**src/rtl/icache_responder_if.sv**
```systemverilog
// icache_responder_if: fetch-queue and refill-bus signals of the instruction-cache responder.
//   Fetch side : pc_in, cache_rd_en, cache_abort -> dout, dout_valid, busy
//   Memory side: mem_req, mem_addr -> mem_data, mem_valid
//   Statistics : hit_cnt, miss_cnt (hold 0 unless ICACHE_STATS_EN is defined in the design)
// Modports: slave = the cache itself, master = the fetch queue / memory adapter side.
interface icache_responder_if;
    logic [31:0]  pc_in;
    logic         cache_rd_en;
    logic         cache_abort;
    logic [127:0] dout;
    logic         dout_valid;
    logic         busy;
    logic         mem_req;
    logic [31:0]  mem_addr;
    logic [31:0]  mem_data;
    logic         mem_valid;
    logic [31:0]  hit_cnt;
    logic [31:0]  miss_cnt;

    modport slave (
        input  pc_in, cache_rd_en, cache_abort, mem_data, mem_valid,
        output dout, dout_valid, busy, mem_req, mem_addr, hit_cnt, miss_cnt
    );

    modport master (
        output pc_in, cache_rd_en, cache_abort, mem_data, mem_valid,
        input  dout, dout_valid, busy, mem_req, mem_addr, hit_cnt, miss_cnt
    );
endinterface

```
**src/rtl/icache_responder.sv**
```systemverilog
// icache_responder: direct-mapped, read-only instruction cache returning whole 128-bit lines.
// A hit answers on the next edge and the cache stays idle, so hits can stream one per cycle.
// A miss refills the line as four 32-bit beats, installs it, then answers from the fill buffer.
// Ports:
//   clk  - rising-edge clock
//   rst  - asynchronous, active-low reset
//   bus  - icache_responder_if.slave (fetch request/response, refill bus, statistics)
// Optional feature: define ICACHE_STATS_EN to build the 32-bit hit/miss counters;
// otherwise hit_cnt and miss_cnt are tied to 0.
module icache_responder #(
    parameter int unsigned IDX_W = 4
) (
    input logic              clk,
    input logic              rst,
    icache_responder_if.slave bus
);

    localparam int unsigned TAG_W    = 28 - IDX_W;
    localparam int unsigned NumLines = 1 << IDX_W;

    typedef enum logic [1:0] {StIdle, StRefill, StResp} state_e;

    state_e                  state_q, state_d;
    logic [1:0]              beat_q, beat_d;
    logic [3:0][31:0]        fill_q, fill_d;
    logic                    abort_q, abort_d;
    logic [27:0]             req_line_q, req_line_d;
    logic                    mem_req_q, mem_req_d;
    logic [127:0]            dout_q, dout_d;
    logic                    dout_valid_q, dout_valid_d;
    logic [NumLines-1:0]     valid_q, valid_d;

    // Line storage has no reset; valid_q alone decides whether an entry is usable.
    logic [TAG_W-1:0]        tag_mem_q  [NumLines];
    logic [127:0]            data_mem_q [NumLines];

    logic                    install;
    logic [127:0]            install_line;
    logic                    hit_acc;
    logic                    miss_acc;

    logic [IDX_W-1:0]        lookup_idx;
    logic [TAG_W-1:0]        lookup_tag;
    logic                    lookup_hit;
    logic [IDX_W-1:0]        req_idx;
    logic [TAG_W-1:0]        req_tag;

    // Line-aligned access: the byte offset is not used.
    logic                    unused_pc_offset;
    assign unused_pc_offset = ^bus.pc_in[3:0];

    // Lookup is done combinationally on the live pc_in while idle.
    assign lookup_idx = bus.pc_in[3+IDX_W:4];
    assign lookup_tag = bus.pc_in[31:4+IDX_W];
    assign lookup_hit = valid_q[lookup_idx] && (tag_mem_q[lookup_idx] == lookup_tag);

    assign req_idx = req_line_q[IDX_W-1:0];
    assign req_tag = req_line_q[27:IDX_W];

    // The fourth beat arrives straight from the bus, the first three from the fill buffer.
    assign install_line = {bus.mem_data, fill_q[2], fill_q[1], fill_q[0]};

    always_comb begin
        state_d      = state_q;
        beat_d       = beat_q;
        fill_d       = fill_q;
        abort_d      = abort_q;
        req_line_d   = req_line_q;
        mem_req_d    = mem_req_q;
        dout_d       = dout_q;
        dout_valid_d = 1'b0;
        valid_d      = valid_q;
        install      = 1'b0;
        hit_acc      = 1'b0;
        miss_acc     = 1'b0;

        unique case (state_q)
            StIdle: begin
                abort_d = 1'b0;
                // A request carrying abort is dropped without a lookup.
                if (bus.cache_rd_en && !bus.cache_abort) begin
                    req_line_d = bus.pc_in[31:4];
                    if (lookup_hit) begin
                        dout_d       = data_mem_q[lookup_idx];
                        dout_valid_d = 1'b1;
                        hit_acc      = 1'b1;
                    end else begin
                        state_d   = StRefill;
                        mem_req_d = 1'b1;
                        beat_d    = 2'd0;
                        miss_acc  = 1'b1;
                    end
                end
            end

            StRefill: begin
                if (bus.cache_abort) begin
                    abort_d = 1'b1;
                end
                if (bus.mem_valid) begin
                    fill_d[beat_q] = bus.mem_data;
                    beat_d         = beat_q + 2'd1;
                    if (beat_q == 2'd3) begin
                        // Install unconditionally, even when the response is cancelled.
                        install          = 1'b1;
                        valid_d[req_idx] = 1'b1;
                        mem_req_d        = 1'b0;
                        beat_d           = 2'd0;
                        if (abort_q || bus.cache_abort) begin
                            state_d = StIdle;
                            abort_d = 1'b0;
                        end else begin
                            state_d = StResp;
                        end
                    end
                end
            end

            StResp: begin
                // Abort here cancels the pulse that would appear on the next cycle.
                if (!bus.cache_abort) begin
                    dout_d       = fill_q;
                    dout_valid_d = 1'b1;
                end
                abort_d = 1'b0;
                state_d = StIdle;
            end

            default: begin
                state_d = StIdle;
            end
        endcase
    end

    always_ff @(posedge clk or negedge rst) begin
        if (!rst) begin
            state_q      <= StIdle;
            beat_q       <= 2'd0;
            fill_q       <= '0;
            abort_q      <= 1'b0;
            req_line_q   <= '0;
            mem_req_q    <= 1'b0;
            dout_q       <= '0;
            dout_valid_q <= 1'b0;
            valid_q      <= '0;
        end else begin
            state_q      <= state_d;
            beat_q       <= beat_d;
            fill_q       <= fill_d;
            abort_q      <= abort_d;
            req_line_q   <= req_line_d;
            mem_req_q    <= mem_req_d;
            dout_q       <= dout_d;
            dout_valid_q <= dout_valid_d;
            valid_q      <= valid_d;
        end
    end

    always_ff @(posedge clk) begin
        if (install) begin
            data_mem_q[req_idx] <= install_line;
            tag_mem_q[req_idx]  <= req_tag;
        end
    end

`ifdef ICACHE_STATS_EN
    logic [31:0] hit_cnt_q, hit_cnt_d;
    logic [31:0] miss_cnt_q, miss_cnt_d;

    always_comb begin
        hit_cnt_d  = hit_cnt_q + {31'd0, hit_acc};
        miss_cnt_d = miss_cnt_q + {31'd0, miss_acc};
    end

    always_ff @(posedge clk or negedge rst) begin
        if (!rst) begin
            hit_cnt_q  <= '0;
            miss_cnt_q <= '0;
        end else begin
            hit_cnt_q  <= hit_cnt_d;
            miss_cnt_q <= miss_cnt_d;
        end
    end

    assign bus.hit_cnt  = hit_cnt_q;
    assign bus.miss_cnt = miss_cnt_q;
`else
    logic unused_stats;
    assign unused_stats = hit_acc ^ miss_acc;

    assign bus.hit_cnt  = 32'd0;
    assign bus.miss_cnt = 32'd0;
`endif

    assign bus.dout       = dout_q;
    assign bus.dout_valid = dout_valid_q;
    assign bus.busy       = (state_q != StIdle);
    assign bus.mem_req    = mem_req_q;
    assign bus.mem_addr   = {req_line_q, 4'b0000};

endmodule

```
**src/flat_wrapper.sv**
```systemverilog
// flat-port wrapper written by rule: the top's interface ports become plain ports
module icache_responder_flat 
#(
    parameter int unsigned IDX_W = 4
)
  (clk, rst, bus_pc_in, bus_cache_rd_en, bus_cache_abort, bus_mem_data, bus_mem_valid, bus_dout, bus_dout_valid, bus_busy, bus_mem_req, bus_mem_addr, bus_hit_cnt, bus_miss_cnt);
  icache_responder_if bus_i ();
  input logic clk;
  input logic rst;
  input wire logic [$bits(bus_i.pc_in)-1:0] bus_pc_in;
  input wire logic [$bits(bus_i.cache_rd_en)-1:0] bus_cache_rd_en;
  input wire logic [$bits(bus_i.cache_abort)-1:0] bus_cache_abort;
  input wire logic [$bits(bus_i.mem_data)-1:0] bus_mem_data;
  input wire logic [$bits(bus_i.mem_valid)-1:0] bus_mem_valid;
  output wire logic [$bits(bus_i.dout)-1:0] bus_dout;
  output wire logic [$bits(bus_i.dout_valid)-1:0] bus_dout_valid;
  output wire logic [$bits(bus_i.busy)-1:0] bus_busy;
  output wire logic [$bits(bus_i.mem_req)-1:0] bus_mem_req;
  output wire logic [$bits(bus_i.mem_addr)-1:0] bus_mem_addr;
  output wire logic [$bits(bus_i.hit_cnt)-1:0] bus_hit_cnt;
  output wire logic [$bits(bus_i.miss_cnt)-1:0] bus_miss_cnt;
  assign bus_i.pc_in = bus_pc_in;
  assign bus_i.cache_rd_en = bus_cache_rd_en;
  assign bus_i.cache_abort = bus_cache_abort;
  assign bus_i.mem_data = bus_mem_data;
  assign bus_i.mem_valid = bus_mem_valid;
  assign bus_dout = bus_i.dout;
  assign bus_dout_valid = bus_i.dout_valid;
  assign bus_busy = bus_i.busy;
  assign bus_mem_req = bus_i.mem_req;
  assign bus_mem_addr = bus_i.mem_addr;
  assign bus_hit_cnt = bus_i.hit_cnt;
  assign bus_miss_cnt = bus_i.miss_cnt;
  icache_responder #(.IDX_W(IDX_W)) u_core (.clk(clk), .rst(rst), .bus(bus_i));
endmodule
```
**config.mk**
```make
export PLATFORM = sky130hd
export DESIGN_NAME = icache_responder_flat
export DESIGN_NICKNAME = d
export VERILOG_FILES = /design/src/rtl/icache_responder_if.sv /design/src/rtl/icache_responder.sv /design/src/flat_wrapper.sv
export SDC_FILE = /design/constraint.sdc
export NUM_CORES = 2
export LEC_CHECK = 0
export ABC_AREA = 1
export CAP_MARGIN = 20
export CORE_MARGIN = 4
export CORE_UTILIZATION = 50
export CTS_BUF_LIST = sky130_fd_sc_hd__clkbuf_16
export CTS_CLUSTER_SIZE = 14
export DETAILED_ROUTE_END_ITERATION = 16
export DONT_BUFFER_PORTS = 1
export PLACE_DENSITY = 0.69
export SYNTH_ARGS = -nofsm -noshare
export SYNTH_HDL_FRONTEND = slang
export SYNTH_SLANG_ARGS = --single-unit
```
**constraint.sdc**
```tcl
create_clock -name clk -period 7.6 [get_ports clk]
set_input_delay 0.76 -clock clk [delete_from_list [all_inputs] [get_ports clk]]
set_output_delay 0.76 -clock clk [all_outputs]
set_load 0.02 [all_outputs]
```
Word-level counts from Yosys, hierarchy flattened
Memories as Yosys holds them, arrays and structs flattened.
Index checks and enable logic that the tools add are counted.
{"block": "word_totals", "n_memories": 2, "in_bits": 69, "elab_cells": 91, "mem_bits_rw": 2432, "out_inout_bits": 227, "regBits": 307}
{"memory": "u_core.data_mem_q", "depth": 16, "width": 128, "read_ports": 1, "rd_clocked_by_memory_dff": 0, "wr": 1, "line": "icache_responder.sv:35", "rtl": "logic [127:0] data_mem_q [NumLines];"}
{"memory": "u_core.tag_mem_q", "depth": 16, "width": 24, "read_ports": 1, "rd_clocked_by_memory_dff": 0, "wr": 1, "line": "icache_responder.sv:34", "rtl": "logic [TAG_W-1:0] tag_mem_q [NumLines];"}
{"block": "classes", "addsub": 1, "n_lt_le_gt_ge": 5, "n_reduce_logical": 19, "mux": 41, "bitwise_logic": 1, "eq_ne": 10}
{"op": "$mux 128", "n": 3}
{"op": "$pmux 128 s2", "n": 1}
{"op": "$bwmux 128", "n": 1}
{"op": "$demux 32 s2", "n": 1}
{"op": "$mux 32", "n": 1}
{"op": "$eq 24x24->1", "n": 1}
{"op": "$mux 1", "n": 18}
{"op": "$mux 2", "n": 9}
{"op": "$or 16x16->16", "n": 1}
{"op": "$reduce_and 4->1", "n": 3}
{"op": "$lt 4x5->1 const B", "n": 2}
{"op": "$pmux 2 s2", "n": 2}
{"op": "$reduce_bool 2->1", "n": 4}
{"op": "$ne 2x1->1 const B", "n": 3}
{"op": "$ne 2x2->1 const B", "n": 3}
{"op": "$pmux 1 s2", "n": 3}
{"op": "$reduce_and 5->1", "n": 1}
{"op": "$bmux 1 s4", "n": 1}
{"op": "$demux 1 s4", "n": 1}
{"op": "$eq 2x2->1 const B", "n": 2}
{"op": "$ge 4x1->1 const B", "n": 1}
{"op": "$logic_and 1x1->1", "n": 4}
{"op": "$reduce_and 2->1", "n": 2}
{"op": "$lt 2x3->1 const B", "n": 1}
{"op": "other kinds (8)", "n": 8}

Depth between registers and ports, before layout
{"block": "logic_depth", "ltp_word": 6, "depth_mapped": 23, "depth_no_buf": 18}

Worst setup path before layout
No wires, ideal clock.
{"block": "synth_timing", "kind": "input port to flip-flop", "startpoint": "in bus_mem_valid", "endpoint": "reg u_core.valid_q[12]", "stages": 5, "setup_time_ns": 0.106, "required_ns": 7.494, "arrival_time_ns": 8.358, "n_path_buf": 0, "setup_slack_ns": -0.863, "path_cell_list": "nand2_1 -> nor2_1 -> nand3_1 -> nor2_1 -> or2_2"}
{"block": "synth_via", "elab_chain_len": 1}
{"item": "start, declared", "line": "flat_wrapper.sv:14", "rtl": "input wire logic [$bits(bus_i.mem_valid)-1:0] bus_mem_valid;"}
{"item": "$reduce_and 3->1 (no source line)"}
{"item": "end signal, assigned", "line": "icache_responder.sv:155", "rtl": "valid_q <= valid_d;"}
{"item": "end, declared", "line": "icache_responder.sv:31", "rtl": "logic [NumLines-1:0] valid_q, valid_d;"}
Every way passes these cells.
A chain may end at the register's enable or synchronous reset.

Worst setup path in the final report
{"block": "layout_timing", "startpoint": "in bus_pc_in[5]", "endpoint": "reg u_core.dout_q[63] (netlist: u_core.bus.dout[63])"}
{"block": "layout_via", "elab_chain_len": 5, "elab_cells_between_ends": 11, "cone_classes": "2 x eq/ne; 5 x mux; 2 x reduce/logical; 2 x memory"}
{"item": "start, declared", "line": "flat_wrapper.sv:10", "rtl": "input wire logic [$bits(bus_i.pc_in)-1:0] bus_pc_in;"}
{"item": "$mem_v2 16x24 / $bmux 1 s4 (equally long branches)"}
{"item": "$eq 24x24->1 / $mux 1 (equally long branches)", "line": "icache_responder.sv:55", "rtl": "assign lookup_hit = valid_q[lookup_idx] && (tag_mem_q[lookup_idx] == lookup_tag);"}
{"item": "$logic_and 1x1->1", "line": "icache_responder.sv:55"}
{"item": "$ne 2x1->1 (no source line)"}
{"item": "$reduce_and 4->1 (no source line)"}
{"item": "end signal, assigned", "line": "icache_responder.sv:153", "rtl": "dout_q <= dout_d;"}
{"item": "end, declared", "line": "icache_responder.sv:29", "rtl": "logic [127:0] dout_q, dout_d;"}
Parallel ways exist; a longest one is shown, timed or not. The select of a mux whose other input is x is not followed.

==> flow_summary.yaml <==
worst_setup_path:
  cp.required_ns: 8.40
  cp_max_fo: 603
  crit_path_top_delay_cell: "inv_8"
  path_cells: "inv_8, buf_4, nand3_1, nand2_1, nand2_1, nand3_1, nand3_1, nand2_1, nand3_1, nor2_1, nand2_1, nor2_1, nand2_1, nand2_4, buf_4, nand3_1, nand2_1"
  cp_num_buf_inv: 3
  r2r_slack_ns: 3.63
  crit_family: "buffers and inverters"
  cpPeakStageDelay_ns: 1.06
  crit_top_cell: "nand2_1"
  critPathKind: "in -> reg"
  worstPathArrival_ns: 5.73
  start_kind: "input port"
  endpoint_kind: "flip-flop"
job:
  maxCapViolations: 0
routing:
  drt_pass1_iterations: 8
  drt-total-wl_um: 301000
  met1_length_um: 118000
  initialDrtViolationCount: 10318
  vias_per_cell: 6.25
  drc_errors: 0
  top_layer: "met5"
  vias: 70884
  ant_nets: 0
  wl_met2_um: 140000
  wl_per_cell_um: 26.6
  route.met3.wl_um: 33700
power_and_ir_drop:
  p_per_area_nw_per_um2: 307
  p_int_mw: 27.0
  irDropWorstVdd_uv: 202
  seq_power_share_pct: 56.9
  p_leak_nw: 41.1
  switchingPower_mw: 9.81
  p_comb_share_pct: 7.5
  p_sw_share_pct: 26.7
  clockPowerShare_pct: 35.6
grt:
  track_usage_pct: 26.2
  grt_pass1_wl_um: 440000
  grt_max_degree: 1240
  antenna_found_initial: 25
  grt_pass1_vias: 67563
  grt_overflow: 0
sta:
  maxSlewHeadroom_pct: -59.9
  worst_pin_slew_ns: 2.40
  whs_ns: 0.0595
  period_share_pct: 64.8
  max_freq_ghz: 0.203
  skew_ns: 0.0493
  drv_slew: 310
  rsz0062_at_grt: "false"
  finalCriticalPeriod_ns: 4.93
  setup_viol: 0
  finalHoldViolations: 0
cts:
  htree_levels: 5
  cts-root-buf: "clkbuf_16"
  cts_max_path_buffers: 4
  clkLatencyLatePin_ns: 0.93
  path_clk_slew_ns: 0.06
  post_cts_resized: 0
  clock_sinks: 2739
  cts_inserted_buffers: 288
  cts_tree: "built"
floorplan:
  die_height_um: 473
  dieArea_um2: 224000
  core_um2: 215000
  start_util_pct: 50.4
  row_count: 170
  num_io_pins: 296
  die_w_um: 473
synthesis:
  ys_top_cells_by_area: "edfxtp_1, dfrtp_1, o21ai_0"
  ys_seq_area_share_pct: 74.5
  ys_ff_latch: 2739
  synth_top_cell_area_share_pct: 67.4
  yosys.area.top_type: "edfxtp_1"
  post-synth-top-count-cell: "edfxtp_1"
  synth_edf_count: 2432
  netlist_instances: 8458
  synth_common_cells: "edfxtp_1, o21ai_0, nor2_1"
  synth_flop_cell: "edfxtp_1"
  synth.cell_area_um2: 108000
  synth.distinct_cells: 29
  syn_area_per_cell_um2: 12.8
  yosys_warnings: 0
  ys_async_sr_fraction_pct: 11.2
cells_and_area:
  drive_above_1_share_pct: 5.94
  fin_nets: 8346
  fillCellCount: 16884
  fin_area_um2: 120000
  syn2layout_area_growth_pct: 10.5
placed_design:
  gp_congestion: 0.774
  placed_area_um2: 110000
  io_buffers: 0
  hpwl_um: 138000
outcome:
  status: "finished, violations left"
  violations: "max-slew violations"
worst_hold_path:
  hold_class: "in -> reg"
-- stage by stage --
step / cells / utilization [%] / TNS (ns) / worst slack, ns / power (mW)
after floorplan: 8525 / - / -1462.94 / -0.863 / 22.4
after global placement: 10754 / 51.2 / 0 / 2.57 / 23.5
after detailed placement: 10756 / 51.2 / 0 / 2.57 / 23.8
after CTS: 11311 / 55.5 / 0 / 3.48 / 36.8
after global routing: 11328 / 55.7 / 0 / 2.77 / 38.1
final: 11340 / 55.7 / 0 / 2.67 / 36.8
-- layout by cell type (no fill, tap or decap), types with 29 or more instances in the layout --
| cell type | netlist | routed |
|---|---|---|
| dlygate4sd3_1 | 0 | 53 |
| clkinv_2 | 0 | 42 |
| a31oi_1 | 84 | 84 |
| nor2_1 | 1236 | 1218 |
| edfxtp_1 | 2432 | 2432 |
| buf_12 | 0 | 29 |
| buf_4 | 99 | 57 |
| inv_1 | 168 | 245 |
| o22ai_1 | 63 | 63 |
| o21ai_0 | 1259 | 1259 |
| dfrtp_1 | 307 | 307 |
| nand3_1 | 722 | 722 |
| a21oi_1 | 51 | 51 |
| conb_1 | 1 | 68 |
| o221ai_1 | 449 | 449 |
| clkinv_1 | 2 | 58 |
| o211ai_1 | 55 | 55 |
| nand2_1 | 877 | 871 |
| clkbuf_16 | 0 | 295 |
-- path summary, 6_finish.rpt --
check	from	cells past startpoint	to
worst max-delay path	bus_pc_in[5]	17	u_core.bus.dout[63]$_DFFE_PN0P_
worst min-delay path	bus_pc_in[28]	2	u_core.req_line_q[24]$_DFFE_PN0P_
worst max register to register	u_core.beat_q[0]$_DFFE_PN0P_	7	u_core.data_mem_q[6][25]$_DFFE_PP_
worst min register to register	u_core.valid_q[14]$_DFFE_PN0P_	2	u_core.valid_q[14]$_DFFE_PN0P_
max in group asynchronous	rst	4	u_core.bus.dout[67]$_DFFE_PN0P_
min in group asynchronous	rst	2	u_core.req_line_q[9]$_DFFE_PN0P_
-- registers in the layout (all words and copies together) (netlist names) --
register / flops
u_core.abort_q: 1
u_core.bus.dout_valid: 1
u_core.beat_q: 2
u_core.state_q: 2
u_core.valid_q: 16
u_core.fill_q: 128
u_core.tag_mem_q: 384
u_core.bus.dout: 128
u_core.req_line_q: 28
u_core.bus.mem_req: 1
u_core.data_mem_q: 2048
-- worst reg2reg max path: cells and delay by family (launching register included) --
kind          cells  cell delay, ns
flops             1            0.41
simple gates      4            1.67
fa+ha+maj         1            0.21
buf+inv           2            1.26
-- layer usage --
layer  GRT usage, %  vias up
li1               -    30759
met1           36.6    35371
met2           41.0     4177
met3           5.51      569
met4           9.13        8
met5              0        -
-- layout make-up --
cell class                 count  area, um2  area share [%]
clock inverter               207       1310            1.10
clock buffer                 295       7380            6.17
timing repair buffer         150       1820            1.52
multi-input combinational   4921      24200            20.2
antenna                       17       42.5          0.0355
inverter                     173        696           0.581
tap                         2838       3550            2.97
sequential                  2739      80700            67.4
-- power by group through the flow --
stage          sequential [mW]  combinational, mW  clock [mW]
2_1_floorplan             20.5               1.92           0
3_3_place_gp              21.1               2.42           0
3_5_place_dp              21.3               2.51           0
4_1_cts                   21.0               2.62        13.2
5_1_grt                   21.2               3.08        13.9
6_report                  20.9               2.76        13.1
-- cells by family after synthesis --
kind of cell / after synthesis / share of synthesized area [%]
DFF: 2739 / 74.5
and+or+nand+nor: 2869 / 10.9
AOI/OAI and AO/OA: 1980 / 11.0
buffers and inverters: 865 / 3.56
adders and majority gates: 4 / 0.0462
other: 1 / 0.00346
-- timing repair --
item	in CTS	in global routing
hold endpoints to repair	849	94
buffers inserted	0	0
hold buffers	53	1
Note: power is estimated with default switching activity, not from simulation.
